===== config.mk =====
export PLATFORM = sky130hd
export DESIGN_NAME = i2s_tx
export DESIGN_NICKNAME = d
export VERILOG_FILES = /design/src/rtl/toi2s_pkg.sv /design/src/rtl/i2s_tx_fifo.sv /design/src/rtl/i2s_tx.sv
export SDC_FILE = /design/constraint.sdc
export NUM_CORES = 1
export LEC_CHECK = 0
export BUFFER_PORTS_ARGS = -buffer_cell sky130_fd_sc_hd__buf_2
export CORE_ASPECT_RATIO = 0.6
export CORE_UTILIZATION = 65
export DETAILED_ROUTE_END_ITERATION = 12
export PLACE_DENSITY = 0.84
export SYNTH_ARGS = -nofsm -noshare
export SYNTH_HDL_FRONTEND = slang
export SYNTH_SLANG_ARGS = --single-unit

===== constraint.sdc =====
create_clock -name clk -period 8.15 [get_ports clk]
set_clock_uncertainty 0.1 [all_clocks]
set_input_delay 0.4075 -clock clk [delete_from_list [all_inputs] [get_ports clk]]
set_output_delay 0.4075 -clock clk [all_outputs]
set_load 0.005 [all_outputs]

===== src/rtl/toi2s_pkg.sv =====
// toi2s_pkg: shared sample/pair types and slot defaults for the S/PDIF-to-I2S path.
package toi2s_pkg;
  typedef logic signed [23:0] i2s_sample_t;
  typedef struct packed {
    i2s_sample_t left;
    i2s_sample_t right;
  } i2s_pair_t;
  localparam int I2S_SLOT_W_DEFAULT = 32;
  localparam int I2S_SAMPLE_W_DEFAULT = 24;
endpackage


===== src/rtl/i2s_tx_fifo.sv =====
// i2s_tx_fifo: sync FIFO of L/R sample pairs with synchronous flush and occupancy level.
module i2s_tx_fifo
  import toi2s_pkg::*;
#(
  parameter int DEPTH = 4
) (
  input  logic                     clk,
  input  logic                     resetb,
  input  logic                     flush,
  input  logic                     push,
  input  i2s_pair_t                din,
  input  logic                     pop,
  output i2s_pair_t                dout,
  output logic                     full,
  output logic                     empty,
  output logic [$clog2(DEPTH):0]   level
);
  localparam int AW = $clog2(DEPTH);
  i2s_pair_t mem [DEPTH];
  logic [AW-1:0] wp, rp;
  logic do_push, do_pop;
  assign full = level == (AW+1)'(DEPTH);
  assign empty = level == '0;
  // a simultaneous pop frees the slot the push needs, so a full push is legal then
  assign do_push = push & (~full | pop);
  assign do_pop = pop & ~empty;
  assign dout = mem[rp];
  always_ff @(posedge clk) begin
    if (do_push) mem[wp] <= din;
  end
  always_ff @(posedge clk) begin
    if (!resetb || flush) begin
      wp <= '0;
      rp <= '0;
      level <= '0;
    end else begin
      if (do_push) wp <= wp + 1'b1;
      if (do_pop) rp <= rp + 1'b1;
      level <= level + (AW+1)'(do_push) - (AW+1)'(do_pop);
    end
  end
endmodule


===== src/rtl/i2s_tx.sv =====
// i2s_tx: Philips I2S stereo transmitter; I2S_TX_UNDERRUN_HOLD_EN repeats the last pair on underrun.
module i2s_tx
  import toi2s_pkg::*;
#(
  parameter int SAMPLE_W   = I2S_SAMPLE_W_DEFAULT,
  parameter int SLOT_W     = I2S_SLOT_W_DEFAULT,
  parameter int BCLK_DIV   = 8,
  parameter int FIFO_DEPTH = 4
) (
  input  logic                          clk,
  input  logic                          resetb,
  input  logic                          enable,
  input  logic                          s_valid,
  output logic                          s_ready,
  input  logic [SAMPLE_W-1:0]           s_left,
  input  logic [SAMPLE_W-1:0]           s_right,
  output logic                          i2s_bclk,
  output logic                          i2s_lrclk,
  output logic                          i2s_sd,
  output logic [$clog2(FIFO_DEPTH):0]   fifo_level,
  output logic                          underrun
);
  localparam int FW = 2 * SLOT_W;
  localparam int DW = $clog2(BCLK_DIV);
  localparam int BW = $clog2(FW);
  localparam int PAD = SLOT_W - SAMPLE_W;
  if (SLOT_W < SAMPLE_W) $error("SLOT_W must be >= SAMPLE_W");
  if (BCLK_DIV < 2 || BCLK_DIV % 2 != 0) $error("BCLK_DIV must be even and >= 2");
  if ((1 << $clog2(FIFO_DEPTH)) != FIFO_DEPTH) $error("FIFO_DEPTH must be a power of 2");
  logic run, fall, frame_start, first, full, empty, pop;
  logic [DW-1:0] div_cnt;
  logic [BW-1:0] bit_cnt, nxt_bit;
  logic [FW-1:0] shreg, load;
  i2s_pair_t in_pair, head, fill, src;
  function automatic logic [SLOT_W-1:0] slot(i2s_sample_t s);
    return SLOT_W'($unsigned(s)) << PAD;
  endfunction
  assign run = resetb & enable;
  assign s_ready = run & ~full;
  assign in_pair = '{left: i2s_sample_t'(s_left), right: i2s_sample_t'(s_right)};
  assign i2s_bclk = div_cnt >= DW'(BCLK_DIV / 2);
  assign fall = div_cnt == DW'(BCLK_DIV - 1);
  // the first fall after enable is forced to be a frame start
  assign nxt_bit = (first || bit_cnt == BW'(FW - 1)) ? '0 : bit_cnt + 1'b1;
  assign frame_start = fall & (nxt_bit == '0);
  assign pop = frame_start & ~empty;
  assign src = empty ? fill : head;
  assign load = {slot(src.left), slot(src.right)};
  i2s_tx_fifo #(.DEPTH(FIFO_DEPTH)) u_fifo (
    .clk   (clk),
    .resetb(resetb),
    .flush (~enable),
    .push  (s_valid & s_ready),
    .din   (in_pair),
    .pop   (pop),
    .dout  (head),
    .full  (full),
    .empty (empty),
    .level (fifo_level)
  );
`ifdef I2S_TX_UNDERRUN_HOLD_EN
  i2s_pair_t last;
  always_ff @(posedge clk) begin
    if (!run) last <= '0;
    else if (pop) last <= head;
  end
  assign fill = last;
`else
  assign fill = '0;
`endif
  // sd takes the register MSB on every fall, so the bit loaded at frame start lands one BCLK later
  always_ff @(posedge clk) begin
    if (!run) begin
      div_cnt <= '0;
      bit_cnt <= '0;
      first <= 1'b1;
      i2s_lrclk <= 1'b0;
      i2s_sd <= 1'b0;
      underrun <= 1'b0;
      shreg <= '0;
    end else begin
      div_cnt <= fall ? '0 : div_cnt + 1'b1;
      underrun <= frame_start & empty;
      if (fall) begin
        bit_cnt <= nxt_bit;
        first <= 1'b0;
        i2s_lrclk <= nxt_bit >= BW'(SLOT_W);
        i2s_sd <= shreg[FW-1];
        shreg <= frame_start ? load : shreg << 1;
      end
    end
  end
endmodule


; After elaboration in Yosys (flattened, before gate mapping)
; Memories as Yosys holds them, arrays and structs flattened. A register that Yosys moved wholly into a read port is not among the register bits.
; Cells that the tools add are included.
[classes]
order_cmp = 2
bitwise = 13
add_sub_neg = 6
n_reduce_logical = 6
n_eq_ne = 3
n_mux = 7
[op_table]
columns = op, n
row1 = 64-bit two-way mux, 1
row2 = 48-bit two-way mux, 1
row3 = 1-bit AND, 8
row4 = 6-bit by 1-bit adder with 6-bit output (second input constant), 1
row5 = 3-bit equality test (second input constant), 2
row6 = 6-bit equality test (second input constant), 1
row7 = 6-bit >= comparator (second input constant), 1
row8 = 6-bit zero test, 1
row9 = 6-bit two-way mux, 1
row10 = 2-bit by 1-bit adder with 2-bit output (second input constant), 2
row11 = 2-bit two-way mux, 2
row12 = 1-bit inverter, 4
row13 = 3-bit by 1-bit adder with 3-bit output, 1
row14 = 3-bit by 1-bit adder with 3-bit output (second input constant), 1
row15 = 3-bit >= comparator (second input constant), 1
row16 = 3-bit zero test, 1
row17 = 3-bit by 1-bit subtractor with 3-bit output, 1
row18 = 1-bit logical OR, 2
row19 = 1-bit two-way mux, 2
row20 = 2-bit OR reduction, 1
row21 = 1-bit zero test, 1
row22 = 1-bit bitwise OR, 1
[totals]
mem_bits_rw = 192
n_memories = 1
output_inout_bits = 8
reg_bits = 84
inputBits = 52
[mem_list]
columns = memory, words, word_bits, rd, rd_clocked_by_memory_dff, write_ports, line
row1 = u_fifo.mem, 4, 48, 1, 1, 1, i2s_tx_fifo.sv:19  ; i2s_pair_t mem [DEPTH];

; Logic depth before layout (Yosys ltp)
[depth]
depth_word = 10
mapped_depth = 12
depth_no_buf = 11

; Hierarchy
; From an unflattened synthesis, not the netlist that was laid out.
[unflattened]
hier_cells = 694
area_unflattened_um2 = 10682.7
[by_module_without_submodules]
columns = mod, cells_each, seq_area_each_um2, instances, area_per_inst_um2
row1 = i2s_tx_fifo, 302, 5945.7, 1, 7388.3
row2 = i2s_tx, 392, 1381.3, 1, 3294.4

; Least setup slack after synthesis
; Ideal clock, no wire load.
[synth_path]
kind = register to register
from = reg bit_cnt[1]
to = reg u_fifo.level[1]
period_less_slack_ps = 2812
arrival_time_ps = 2596
path_stages_with_launch = 10
setup_time_ps = 115
slack_ps = 5338
path_cell_list = dfxtp_1 ha_1 nor3b_1 a31oi_4 nor3b_1 ha_1 inv_1 ha_1 fa_1 and3_1
[synth_rtl]
columns = element, line
row1 = from (decl), i2s_tx.sv:32  ; logic [BW-1:0] bit_cnt, nxt_bit;
row2 = from (signal assigned), i2s_tx.sv:85  ; bit_cnt <= nxt_bit;
row3 = "parallel branches: the longest is 2 deep, another holds 6-bit by 1-bit adder with 6-bit output", n/a
row4 = 6-bit two-way mux *, i2s_tx.sv:44  ; assign nxt_bit = (first || bit_cnt == BW'(FW - 1)) ? '0 : bit_cnt + 1'b1;
row5 = 6-bit zero test *, i2s_tx.sv:45  ; assign frame_start = fall & (nxt_bit == '0);
row6 = 1-bit AND *, i2s_tx.sv:45
row7 = 1-bit AND *, i2s_tx.sv:46  ; assign pop = frame_start & ~empty;
row8 = 1-bit AND *, i2s_tx_fifo.sv:26  ; assign do_pop = pop & ~empty;
row9 = net u_fifo.do_pop, i2s_tx_fifo.sv:21  ; logic do_push, do_pop;
row10 = 3-bit by 1-bit subtractor with 3-bit output *, i2s_tx_fifo.sv:39  ; level <= level + (AW+1)'(do_push) - (AW+1)'(do_pop);
row11 = to (signal assigned), i2s_tx_fifo.sv:39
row12 = to (decl), i2s_tx_fifo.sv:16  ; output logic [$clog2(DEPTH):0] level
; Mark *: on every way through the listed nets, which the timed path passes.
; A chain may end at the register's enable or synchronous reset.

; Worst setup path after layout
[layout_path]
from = reg div_cnt[0]
to = reg u_fifo.level[1]
[layout_rtl]
columns = element, line
row1 = from (decl), i2s_tx.sv:31  ; logic [DW-1:0] div_cnt;
row2 = from (signal assigned), i2s_tx.sv:82  ; div_cnt <= fall ? '0 : div_cnt + 1'b1;
row3 = 3-bit equality test, i2s_tx.sv:42  ; assign fall = div_cnt == DW'(BCLK_DIV - 1);
row4 = 1-bit AND, i2s_tx.sv:45
row5 = 1-bit AND, i2s_tx.sv:46
row6 = 1-bit AND, i2s_tx_fifo.sv:26
row7 = net u_fifo.do_pop, i2s_tx_fifo.sv:21
row8 = 3-bit by 1-bit subtractor with 3-bit output, i2s_tx_fifo.sv:39
; The timed path passes the listed nets, and every way through them passes these cells.

==> results.toml <==
[synthesis]
synth_edf_count = 192
seq_area_frac_synth = 0.679
yosysTopAreaCell = "edfxtp_1"
ys.flop_type = "edfxtp_1"
syn-cell-area_mm2 = 0.0108
syn-num-nets = 747
async_flop_share = 0
postSynthAreaPerCell_um2 = 15.8
ys_seq_elements = 270
yosys-top-cells-area = "edfxtp_1, dfxtp_1, mux4_2"
synth_cell_types = 48
synth_top_area_share = 0.534
netlist_instances = 684
synth_warnings = 0

[global_routing]
grt_usage = 0.248
grt_overflow = 0
grt_pass1_vias = 6119
grt_pass1_wl_um = 32400
grt_start_max_net_pins = 112
grt_antenna_before_repair = 1

[finish]
postLayoutCoreUtil = 0.741
syn_to_final_growth_pct = 11.3
fin_nets = 795
drive_above_1_share = 0.239
fin_area_mm2 = 0.0120
final_cells = 959
final_common_cell = "edfxtp_1"
most-common-layout-cells = "edfxtp_1, dfxtp_1, buf_2, inv_1, o21ai_0"

[sta]
rsz0062_at_grt = "false"
hold_viol_final = 0
drv_slew = 0
setup_tns_ns = 0
period_share = 0.440
fin_crit_ns = 3.58
worst_pin_slew_ns = 1.14
max_freq_ghz = 0.279
fin_ws_ns = 4.57
max_slew_margin = 0.238
setup_viol = 0
hold-worst-slack_ns = 0.0105

[clocking]
cts_root_buffer = "clkbuf_16"
clk_path_buf_depth = 3
htreeDepth = 1
clock_sinks = 270
postCtsSetupBuffers = 0
cts_tree = "yes"
cts_resized = 0
clk_latency_ns = 0.52
cts_hold_buf = 12
cts_buffers = 23
path_clk_slew_ns = 0.07

[pwr]
clock_power_share = 0.405
p_int_mw = 2.08
p_per_area_mw_per_mm2 = 215
pwr-share-seq = 0.574
finalPower_mw = 2.58
power_switching_share = 0.193
ir_drop_uv = 206
net-switching-power_uw = 498
pwr-share-comb = 0.021
p_leak_nw = 3.84

[placed_design]
hpwl_um = 11500
portBuffers = 59
placed_area_mm2 = 0.0112
dpl.cell_count = 903
place.gp.congestion = 0.793
pre_cts_ws_ns = 4.58

[die]
initial_core_util = 0.666
coreArea_mm2 = 0.0162
ios = 60
die_h_um = 102
die_w_um = 168
dieArea_mm2 = 0.0171
rows = 36

[worst_setup_path]
crit_arrival_ns = 3.89
cp-start-kind = "register"
cp-end-kind = "register"
required_ns = 8.45
critPathMaxFanout = 111
critPathKind = "register to register"

[route]
dr.max_layer_used = "met4"
firstDrtPassIters = 5
drt_iter0_drc = 562
route.met2.wl_um = 9620
via_per_inst = 6.45
wl_met1_um = 9180
dr_wl_met3_um = 1470
vias = 6181
ant_nets = 0
drc_errors = 0
routed_wl_um = 20600
routedWlPerCell_um = 21.5

[run]
drv_cap = 0

[run_status]
status = "complete, no violations"

[worst_hold_path]
hold_path.class = "input port to register"
-- state kept, by name (all words and copies together), names as in the netlist, named ones only --
signal	count
i2s_lrclk	1
u_fifo.wp	2
u_fifo.mem	192
u_fifo.level	3
u_fifo.rp	2
i2s_sd	1
shreg	56
bit_cnt	6
div_cnt	3
first	1
underrun	1
-- layer usage --
metal  GRT usage  vias to the layer above
met2       0.398                      264
met5           0                        -
met4      0.0636                        0
met3      0.0438                       32
li1            -                     2786
met1       0.362                     3099
-- critical path, stage by stage (launching register included) --
cell,delay [ns]
dfxtp_1,0.37
ha_1,0.21
ha_4,0.90
o21ai_4,0.11
nor3b_1,0.57
ha_1,0.35
inv_1,0.05
ha_1,0.15
fa_1,0.42
and3_1,0.20
-- Yosys cell counts (all sizes together) (4+ instances only) --
master,number
edfxtp,192
dfxtp,78
inv,55
o21ai,50
mux4,48
a211oi,47
a311oi,47
clkbuf,35
buf,23
nand2,19
a21oi,16
ha,10
and3,9
o211ai,8
nor2,5
and2,4
xnor2,4
-- worst paths after layout --
kind,cells after the start,endpoint,slack [ns],from
worst max-delay path,9,u_fifo.level[1],4.57,div_cnt[0]
worst min-delay path,1,u_fifo.mem[3][21],0.01,s_right[21]
worst max register to register,9,u_fifo.level[1],4.57,div_cnt[0]
worst min register to register,2,shreg[39],0.37,shreg[39]
-- logic make-up (layout without fill, tap and decap cells) --
family / count (synthesis) / after routing / share of synthesized area
muxes: 51 / 51 / 0.103
xor gates and xnor gates: 5 / 5 / 0.00406
adders and majority gates: 11 / 11 / 0.0134
buffers and inverters: 114 / 179 / 0.0461
other: 0 / 1 / 0
AOI/OAI and AO/OA: 180 / 180 / 0.130
DFF: 270 / 270 / 0.679
and+or+nand+nor: 53 / 53 / 0.0250
-- cell type report --
cell class,instances,area (um2)
sequential,270,7330
fill,938,4200
multi-input combinational,300,3000
clock buffer,31,636
timing repair buffer,81,493
tap,209,262
inverter,56,210
clock inverter,11,81.3
antenna,1,2.50
-- power by group through the flow --
stage / combinational, mW / clock (mW) / sequential (mW)
6_report: 0.0551 / 1.04 / 1.48
5_1_grt: 0.0597 / 1.11 / 1.48
4_1_cts: 0.0544 / 1.06 / 1.48
3_5_place_dp: 0.0494 / 0 / 1.51
3_3_place_gp: 0.0457 / 0 / 1.51
2_1_floorplan: 0.0197 / 0 / 1.51
No activity file was read; power rests on OpenSTA's default activity.
